$ cat src/rtl/frame_streamer_if.sv
// Handshake bundle between frame_streamer, the trigger/capture-buffer side and uart_tx.
// The master modport is the streamer's view; the slave modport is the environment's view.
interface frame_streamer_if #(
    parameter int unsigned SAMPLE_WIDTH = 12,
    parameter int unsigned NUM_CH       = 2
);
    logic                           i_trigger_pulse;
    logic [NUM_CH-1:0]              i_ch_en;
    logic                           i_sample_valid;
    logic [NUM_CH*SAMPLE_WIDTH-1:0] i_sample_data;
    logic                           i_capture_done;
    logic                           i_tx_done;
    logic                           o_rd_en;
    logic [7:0]                     o_tx_data;
    logic                           o_tx_en;
    logic                           o_transfer_done;
    logic                           o_error;
    logic                           o_busy;
    logic [2:0]                     o_state;

    modport master (
        input  i_trigger_pulse, i_ch_en, i_sample_valid, i_sample_data,
               i_capture_done, i_tx_done,
        output o_rd_en, o_tx_data, o_tx_en, o_transfer_done, o_error,
               o_busy, o_state
    );

    modport slave (
        output i_trigger_pulse, i_ch_en, i_sample_valid, i_sample_data,
               i_capture_done, i_tx_done,
        input  o_rd_en, o_tx_data, o_tx_en, o_transfer_done, o_error,
               o_busy, o_state
    );
endinterface

$ cat src/rtl/frame_streamer.sv
// Streams a framed packet (0xA5, descriptor, enabled channel samples LS byte first,
// checksum) from the capture buffer to uart_tx, aborting on handshake timeout.
module frame_streamer #(
    parameter int unsigned SAMPLE_WIDTH = 12,
    parameter int unsigned NUM_CH       = 2,
    parameter int unsigned TIMEOUT      = 65535
) (
    input  logic             i_clk,
    input  logic             i_RESET_n,
    frame_streamer_if.master bus
);
    localparam int unsigned BPS    = (SAMPLE_WIDTH + 7) / 8;
    localparam int unsigned CH_W   = (NUM_CH > 1) ? $clog2(NUM_CH) : 1;
    localparam int unsigned BYTE_W = (BPS > 1) ? $clog2(BPS) : 1;
    localparam int unsigned TW     = $clog2(TIMEOUT + 1);
    localparam int unsigned DW     = NUM_CH * SAMPLE_WIDTH;

    localparam logic [2:0] S_IDLE    = 3'd0;
    localparam logic [2:0] S_SEND    = 3'd1;
    localparam logic [2:0] S_WAIT_TX = 3'd2;
    localparam logic [2:0] S_REQUEST = 3'd3;
    localparam logic [2:0] S_DONE    = 3'd4;
    localparam logic [2:0] S_ABORT   = 3'd5;

    localparam logic [1:0] K_HDR  = 2'd0;
    localparam logic [1:0] K_DESC = 2'd1;
    localparam logic [1:0] K_DATA = 2'd2;
    localparam logic [1:0] K_CSUM = 2'd3;

    logic [2:0]              state;
    logic [1:0]              kind;
    logic [NUM_CH-1:0]       mask;
    logic [DW-1:0]           samples;
    logic [CH_W-1:0]         ch_idx;
    logic [BYTE_W-1:0]       byte_idx;
    logic [7:0]              csum;
    logic [TW-1:0]           tmo;

    logic [CH_W-1:0]         first_ch;
    logic                    first_ok;
    logic [CH_W-1:0]         next_ch;
    logic                    next_ok;
    logic [SAMPLE_WIDTH-1:0] cur_sample;
    logic [BPS*8-1:0]        cur_ext;
    logic [7:0]              data_byte;
    logic [7:0]              tx_byte;
    logic                    last_of_set;
    logic                    tmo_hit;

    // Lowest enabled channel, and the next enabled channel above the current one.
    always_comb begin
        first_ch = '0;
        first_ok = 1'b0;
        next_ch  = '0;
        next_ok  = 1'b0;
        for (int unsigned c = 0; c < NUM_CH; c++) begin
            if (mask[c] && !first_ok) begin
                first_ch = CH_W'(c);
                first_ok = 1'b1;
            end
            if (mask[c] && (c > 32'(ch_idx)) && !next_ok) begin
                next_ch = CH_W'(c);
                next_ok = 1'b1;
            end
        end
    end

    always_comb begin
        cur_sample = '0;
        for (int unsigned c = 0; c < NUM_CH; c++) begin
            if (CH_W'(c) == ch_idx)
                cur_sample = samples[c*SAMPLE_WIDTH +: SAMPLE_WIDTH];
        end
        cur_ext   = (BPS*8)'(cur_sample);
        data_byte = '0;
        for (int unsigned b = 0; b < BPS; b++) begin
            if (BYTE_W'(b) == byte_idx)
                data_byte = cur_ext[b*8 +: 8];
        end
    end

    always_comb begin
        case (kind)
            K_HDR:   tx_byte = 8'hA5;
            K_DESC:  tx_byte = {4'(SAMPLE_WIDTH - 1), 4'(mask)};
            K_DATA:  tx_byte = data_byte;
            default: tx_byte = csum;
        endcase
    end

    assign last_of_set = (byte_idx == BYTE_W'(BPS - 1)) && !next_ok;
    assign tmo_hit     = (tmo == TW'(TIMEOUT - 1));
    assign bus.o_state = state;

    always_ff @(posedge i_clk or negedge i_RESET_n) begin
        if (!i_RESET_n) begin
            state               <= S_IDLE;
            kind                <= K_HDR;
            mask                <= '0;
            samples             <= '0;
            ch_idx              <= '0;
            byte_idx            <= '0;
            csum                <= '0;
            tmo                 <= '0;
            bus.o_rd_en         <= 1'b0;
            bus.o_tx_data       <= '0;
            bus.o_tx_en         <= 1'b0;
            bus.o_transfer_done <= 1'b0;
            bus.o_error         <= 1'b0;
            bus.o_busy          <= 1'b0;
        end else begin
            bus.o_tx_en         <= 1'b0;
            bus.o_rd_en         <= 1'b0;
            bus.o_transfer_done <= 1'b0;
            case (state)
                S_IDLE: begin
                    if (bus.i_trigger_pulse) begin
                        mask        <= bus.i_ch_en;
                        bus.o_error <= 1'b0;
                        bus.o_busy  <= 1'b1;
                        kind        <= K_HDR;
                        csum        <= '0;
                        state       <= S_SEND;
                    end
                end
                S_SEND: begin
                    bus.o_tx_data <= tx_byte;
                    bus.o_tx_en   <= 1'b1;
                    tmo           <= '0;
                    if (kind == K_DESC || kind == K_DATA)
                        csum <= csum + tx_byte;
                    state <= S_WAIT_TX;
                end
                S_WAIT_TX: begin
                    if (bus.i_tx_done) begin
                        case (kind)
                            K_HDR: begin
                                kind  <= K_DESC;
                                state <= S_SEND;
                            end
                            K_DESC: begin
                                if (mask == '0) begin
                                    kind  <= K_CSUM;
                                    state <= S_SEND;
                                end else begin
                                    bus.o_rd_en <= 1'b1;
                                    tmo         <= '0;
                                    state       <= S_REQUEST;
                                end
                            end
                            K_DATA: begin
                                if (!last_of_set) begin
                                    if (byte_idx != BYTE_W'(BPS - 1)) begin
                                        byte_idx <= byte_idx + 1'b1;
                                    end else begin
                                        byte_idx <= '0;
                                        ch_idx   <= next_ch;
                                    end
                                    state <= S_SEND;
                                end else if (bus.i_capture_done) begin
                                    kind  <= K_CSUM;
                                    state <= S_SEND;
                                end else begin
                                    bus.o_rd_en <= 1'b1;
                                    tmo         <= '0;
                                    state       <= S_REQUEST;
                                end
                            end
                            default: begin
                                bus.o_transfer_done <= 1'b1;
                                bus.o_busy          <= 1'b0;
                                state               <= S_DONE;
                            end
                        endcase
                    end else if (tmo_hit) begin
                        bus.o_error <= 1'b1;
                        bus.o_busy  <= 1'b0;
                        state       <= S_ABORT;
                    end else begin
                        tmo <= tmo + 1'b1;
                    end
                end
                S_REQUEST: begin
                    if (bus.i_sample_valid) begin
                        samples  <= bus.i_sample_data;
                        kind     <= K_DATA;
                        ch_idx   <= first_ch;
                        byte_idx <= '0;
                        state    <= S_SEND;
                    end else if (tmo_hit) begin
                        bus.o_error <= 1'b1;
                        bus.o_busy  <= 1'b0;
                        state       <= S_ABORT;
                    end else begin
                        tmo <= tmo + 1'b1;
                    end
                end
                S_DONE:  state <= S_IDLE;
                S_ABORT: state <= S_IDLE;
                default: state <= S_IDLE;
            endcase
        end
    end
endmodule
$ cat src/flat_wrapper.sv
// flat-port wrapper written by rule: the top's interface ports become plain ports
module frame_streamer_flat 
#(
    parameter int unsigned SAMPLE_WIDTH = 12,
    parameter int unsigned NUM_CH       = 2,
    parameter int unsigned TIMEOUT      = 65535
)
  (i_clk, i_RESET_n, bus_i_trigger_pulse, bus_i_ch_en, bus_i_sample_valid, bus_i_sample_data, bus_i_capture_done, bus_i_tx_done, bus_o_rd_en, bus_o_tx_data, bus_o_tx_en, bus_o_transfer_done, bus_o_error, bus_o_busy, bus_o_state);
  frame_streamer_if #(.SAMPLE_WIDTH(SAMPLE_WIDTH), .NUM_CH(NUM_CH)) bus_i ();
  input  logic i_clk;
  input  logic i_RESET_n;
  input wire logic [$bits(bus_i.i_trigger_pulse)-1:0] bus_i_trigger_pulse;
  input wire logic [$bits(bus_i.i_ch_en)-1:0] bus_i_ch_en;
  input wire logic [$bits(bus_i.i_sample_valid)-1:0] bus_i_sample_valid;
  input wire logic [$bits(bus_i.i_sample_data)-1:0] bus_i_sample_data;
  input wire logic [$bits(bus_i.i_capture_done)-1:0] bus_i_capture_done;
  input wire logic [$bits(bus_i.i_tx_done)-1:0] bus_i_tx_done;
  output wire logic [$bits(bus_i.o_rd_en)-1:0] bus_o_rd_en;
  output wire logic [$bits(bus_i.o_tx_data)-1:0] bus_o_tx_data;
  output wire logic [$bits(bus_i.o_tx_en)-1:0] bus_o_tx_en;
  output wire logic [$bits(bus_i.o_transfer_done)-1:0] bus_o_transfer_done;
  output wire logic [$bits(bus_i.o_error)-1:0] bus_o_error;
  output wire logic [$bits(bus_i.o_busy)-1:0] bus_o_busy;
  output wire logic [$bits(bus_i.o_state)-1:0] bus_o_state;
  assign bus_i.i_trigger_pulse = bus_i_trigger_pulse;
  assign bus_i.i_ch_en = bus_i_ch_en;
  assign bus_i.i_sample_valid = bus_i_sample_valid;
  assign bus_i.i_sample_data = bus_i_sample_data;
  assign bus_i.i_capture_done = bus_i_capture_done;
  assign bus_i.i_tx_done = bus_i_tx_done;
  assign bus_o_rd_en = bus_i.o_rd_en;
  assign bus_o_tx_data = bus_i.o_tx_data;
  assign bus_o_tx_en = bus_i.o_tx_en;
  assign bus_o_transfer_done = bus_i.o_transfer_done;
  assign bus_o_error = bus_i.o_error;
  assign bus_o_busy = bus_i.o_busy;
  assign bus_o_state = bus_i.o_state;
  frame_streamer #(.SAMPLE_WIDTH(SAMPLE_WIDTH), .NUM_CH(NUM_CH), .TIMEOUT(TIMEOUT)) u_core (.i_clk(i_clk), .i_RESET_n(i_RESET_n), .bus(bus_i));
endmodule
$ cat config.mk
export PLATFORM = sky130hd
export DESIGN_NAME = frame_streamer_flat
export DESIGN_NICKNAME = d
export VERILOG_FILES = /design/src/rtl/frame_streamer_if.sv /design/src/rtl/frame_streamer.sv /design/src/flat_wrapper.sv
export SDC_FILE = /design/constraint.sdc
export NUM_CORES = 1
export LEC_CHECK = 0
export ABC_AREA = 1
export BUFFER_PORTS_ARGS = -buffer_cell sky130_fd_sc_hd__buf_2
export CORE_MARGIN = 2
export CORE_UTILIZATION = 30
export DETAILED_ROUTE_END_ITERATION = 12
export PLACE_DENSITY = 0.58
export SLEW_MARGIN = 5
export SYNTH_ARGS = -nofsm -noshare
export SYNTH_HDL_FRONTEND = slang
export SYNTH_SLANG_ARGS = --single-unit
$ cat constraint.sdc
create_clock -name i_clk -period 3.13 [get_ports i_clk]
set_input_delay 0.4695 -clock i_clk [delete_from_list [all_inputs] [get_ports i_clk]]
set_output_delay 0.4695 -clock i_clk [all_outputs]
set_load 0.02 [all_outputs]
==> results by group <==
Worst hold path
  • Worst Hold Class: primary input to asynchronous set/reset pin

Timing
  • Period utilisation layout: 0.858
  • Setup-failing EPs final: 0
  • Final worst setup slack: 0.445 ns
  • Slew Viols, Final: 0
  • RSZ-0062 raised after global routing: no
  • Clk_skew: ~0.015 ns
  • Sum Neg Setup Slack: 0 ns
  • Post-layout min period: 2.69 ns
  • Rel. slew slack: 0.487
  • F_max: 372 MHz
  • Worst-margin pin slew: between 0.7 and 0.8 ns
  • Final Hold Vio Count: 0

Die
  • Core Footprint: about 0.013 mm2
  • Top-level I/O count: 48
  • Chip width: 120 um
  • Initial Utilization: 0.307
  • Cell Rows: 42
  • Die Ht: about 120 um
  • Die Area: 0.0145 mm2

Critical path
  • Data arrival time of the worst path: approximately 2.9 ns
  • Buf+Inv Stages, Crit Path: 3
  • Crit-path max FO: 13
  • R2R setup slack: around 0.44 ns
  • CP Class: register to register
  • Max incr delay on CP: approximately 0.39 ns
  • Setup crit start kind: register
  • Element type at the critical path end: register
  • Cell family with most CP delay: simple AND/OR/NAND/NOR gates
  • Required @ worst endpoint: 3.36 ns
  • CP max-delay cell: fa_1
  • R2R Path End: u_core.csum[6]
  • Most used cell, CP: nand2_1
  • Reg2Reg Depth: 17
  • Crit path cell chain: inv_1 > nor2_1 > o21ai_0 > nand2_1 > nand3_1 > o21ai_0 > inv_1 > ha_1 > inv_1 > fa_1 > nand3b_1 > nand2_1 > nand2_1 > a21oi_1 > o21ai_0 > nand3_1 > nand2_1
  • Worst R2R Start: u_core.ch_idx

GRT
  • Total track usage: 0.149
  • Met2 usage: 0.224
  • Grt met1 use: 0.216
  • Top Usage Layer GRT: met2
  • Largest net degree at the start of global routing: 40
  • First-pass GRT wire length: about 17,000 um
  • Vias in the first global route: around 3,600
  • Initial antenna violation count: 0
  • Gr ovfl total: 0
  • Grt met3 use: 0.0316

Power
  • Leakage: between 2 and 2.5 nW
  • Max VDD drop: about 0.32 mV
  • Power Dens Cells: between 800 and 900 mW/mm2

CTS
  • Clk sinks: 70
  • Post-cts hold buffer count: 0
  • Reg clk slew, reported paths: approximately 0.070 ns
  • Clk root buf: clkbuf_16
  • Post-CTS Setup Repair Bufs: 0
  • CTS tree: done
  • Num CTS Buffers: 9
  • Post-cts sizing count: 0
  • Htree depth: 3
  • Clk Latency, worst-skew pair: about 0.34 ns
  • Clock buffer depth: 2

Placed design
  • Hpwl dp: ~7800 um
  • IO buf count: 47
  • Final GP Congestion: roughly 0.90
  • Dpl ws: a little under 0.5 ns

Detailed routing
  • WL per Instance: ~13 um
  • Total number of vias: around 3,700
  • DRT Pass-1 Iters: 4
  • DR iter-0 viols: between 200 and 250
  • Total wire length: just over 10,000 um
  • Vias per inst: about 4.7
  • Number of routed nets with antenna violations: 0
  • DRC: 0

Cells and area
  • Area Overhead vs Synth: 17.9%
  • Layout cell share with drive strength beyond 1: 0.154
  • # diodes: 0
  • # nets final: between 600 and 700
  • Fin util: 0.362

Yosys
  • FF+latch count, synth: 70
  • Avg Cell Area, Syn: between 7 and 8 um2
  • Post-Syn Nets: 597
  • Post-Syn Instances: 550
  • Netlist Area Pre-Place: approximately 0.0041 mm2
  • Sequential area share after synthesis: 0.430
  • YS warnings: 0
  • Synth unique cells: between 40 and 50

Status
  • Status: finished clean

Flow run
  • Max-cap violations: 0
==> how the worst max path moves through the flow <==
stage	start	endpoint	slack [ns]	cells after the start
floorplan	u_core.ch_idx	u_core.csum[6]	0.73	18
global placement	u_core.ch_idx	u_core.csum[6]	0.56	17
detailed placement	u_core.ch_idx	u_core.csum[6]	0.49	17
CTS	u_core.ch_idx	u_core.csum[6]	0.45	17
global route	u_core.ch_idx	u_core.csum[6]	0.12	17
finish	u_core.ch_idx	u_core.csum[6]	0.44	17
==> cell type report <==
type                       count  area [um2]
fill                        1430        8440
multi-input combinational    417        2050
timing repair buffer          49         263
sequential                    70        1750
clock inverter                 5        65.1
inverter                      53         201
clock buffer                  11         243
tap                          176         220
==> report_power, final <==
group / switching, mW / internal [mW] / total (mW)
clock: 0.408 / 0.647 / 1.06
combinational: 1.20 / 0.597 / 1.80
sequential: 0.245 / 1.20 / 1.45
total: 1.85 / 2.45 / 4.30
==> stage by stage <==
stage	cells	cell area [um2]	power [mW]	hold slack [ns]
after floorplan	550	4070	2.78	0.174
after global placement	765	4490	3.23	0.461
after detailed placement	765	4490	3.26	0.464
after CTS	781	4800	4.34	0.224
after global routing	781	4800	4.68	0.259
final	781	4800	4.30	0.199
==> synthesized netlist by cell type <==
master       n  area, um2
nand2_2      6       37.5
a32o_1       1       10.0
nand2_1    201        754
o41ai_1      1       8.76
inv_4        1       6.26
nand3b_1     1       7.51
nor3_1       2       10.0
o2111ai_1    5       43.8
clkinv_1     1       3.75
a21oi_2      2       17.5
nor2_1      61        229
fa_1         1       20.0
or2_2        1       6.26
a22oi_2      1       12.5
xor2_1       5       43.8
dfrtp_1     70       1750
clkbuf_2     1       5.00
nor2_8       2       40.0
a21oi_1     15       75.1
clkbuf_1     3       11.3
nor2_2       8       50.1
buf_6        2       22.5
buf_2        2       10.0
nand4_1      9       56.3
nand3_1     22        110
o211ai_1     3       22.5
o21bai_1     1       7.51
buf_4        2       15.0
o22ai_1      5       31.3
nor2_4       1       11.3
a22oi_1      1       7.51
xnor2_1      1       8.76
a31oi_1      5       31.3
o21ai_0     32        160
o21ai_1      5       25.0
o31ai_1      2       15.0
inv_1       45        169
nand3b_2     1       11.3
or3_1        1       6.26
inv_2        6       22.5
ha_1        14        175
a22o_1       1       8.76
==> metal layers <==
| layer | wire, um | vias up |
|---|---|---|
| met5 | 0 | - |
| met2 | 4440 | 67 |
| met1 | 5260 | 1694 |
| met3 | 376 | 10 |
| met4 | 114 | 0 |
| li1 | - | 1883 |
==> registers in the layout, summed over array words and instances (netlist names) <==
signal                      count
u_core.byte_idx                 1
u_core.bus.o_tx_en              1
u_core.bus.o_transfer_done      1
u_core.bus.o_tx_data            8
u_core.csum                     8
u_core.bus.o_busy               1
u_core.mask                     2
u_core.bus.o_state              3
u_core.bus.o_error              1
u_core.samples                 24
u_core.ch_idx                   1
u_core.tmo                     16
u_core.bus.o_rd_en              1
u_core.kind                     2
==> cells in the final DEF, fill, tap and decap left out, drive strengths merged, types with 11 or more instances in the layout <==
cell | netlist | routed
nand2 | 207 | 207
nor2 | 72 | 72
dfrtp | 70 | 70
inv | 52 | 54
buf | 6 | 49
o21ai | 37 | 37
nand3 | 22 | 22
a21oi | 17 | 17
ha | 14 | 14
clkbuf | 4 | 11
==> worst reg2reg max path, delay by kind of cell, from the launching register on <==
family	cells	cell delay, ns
buffers and inverters	3	0.39
flip-flops	1	0.37
adder cells (fa/ha/maj)	2	0.54
AND/OR/NAND/NOR	8	0.71
AO/OA/AOI/OAI	4	0.57
==> kinds of logic after synthesis <==
logic type	count (synthesis)	synth area share
and+or+nand+nor	316	0.327
AOI/OAI and AO/OA	80	0.117
DFF	70	0.430
buffers and inverters	63	0.0651
adders and majority gates	15	0.0479
xor gates and xnor gates	6	0.0129
No activity file was read; power rests on OpenSTA's default activity.
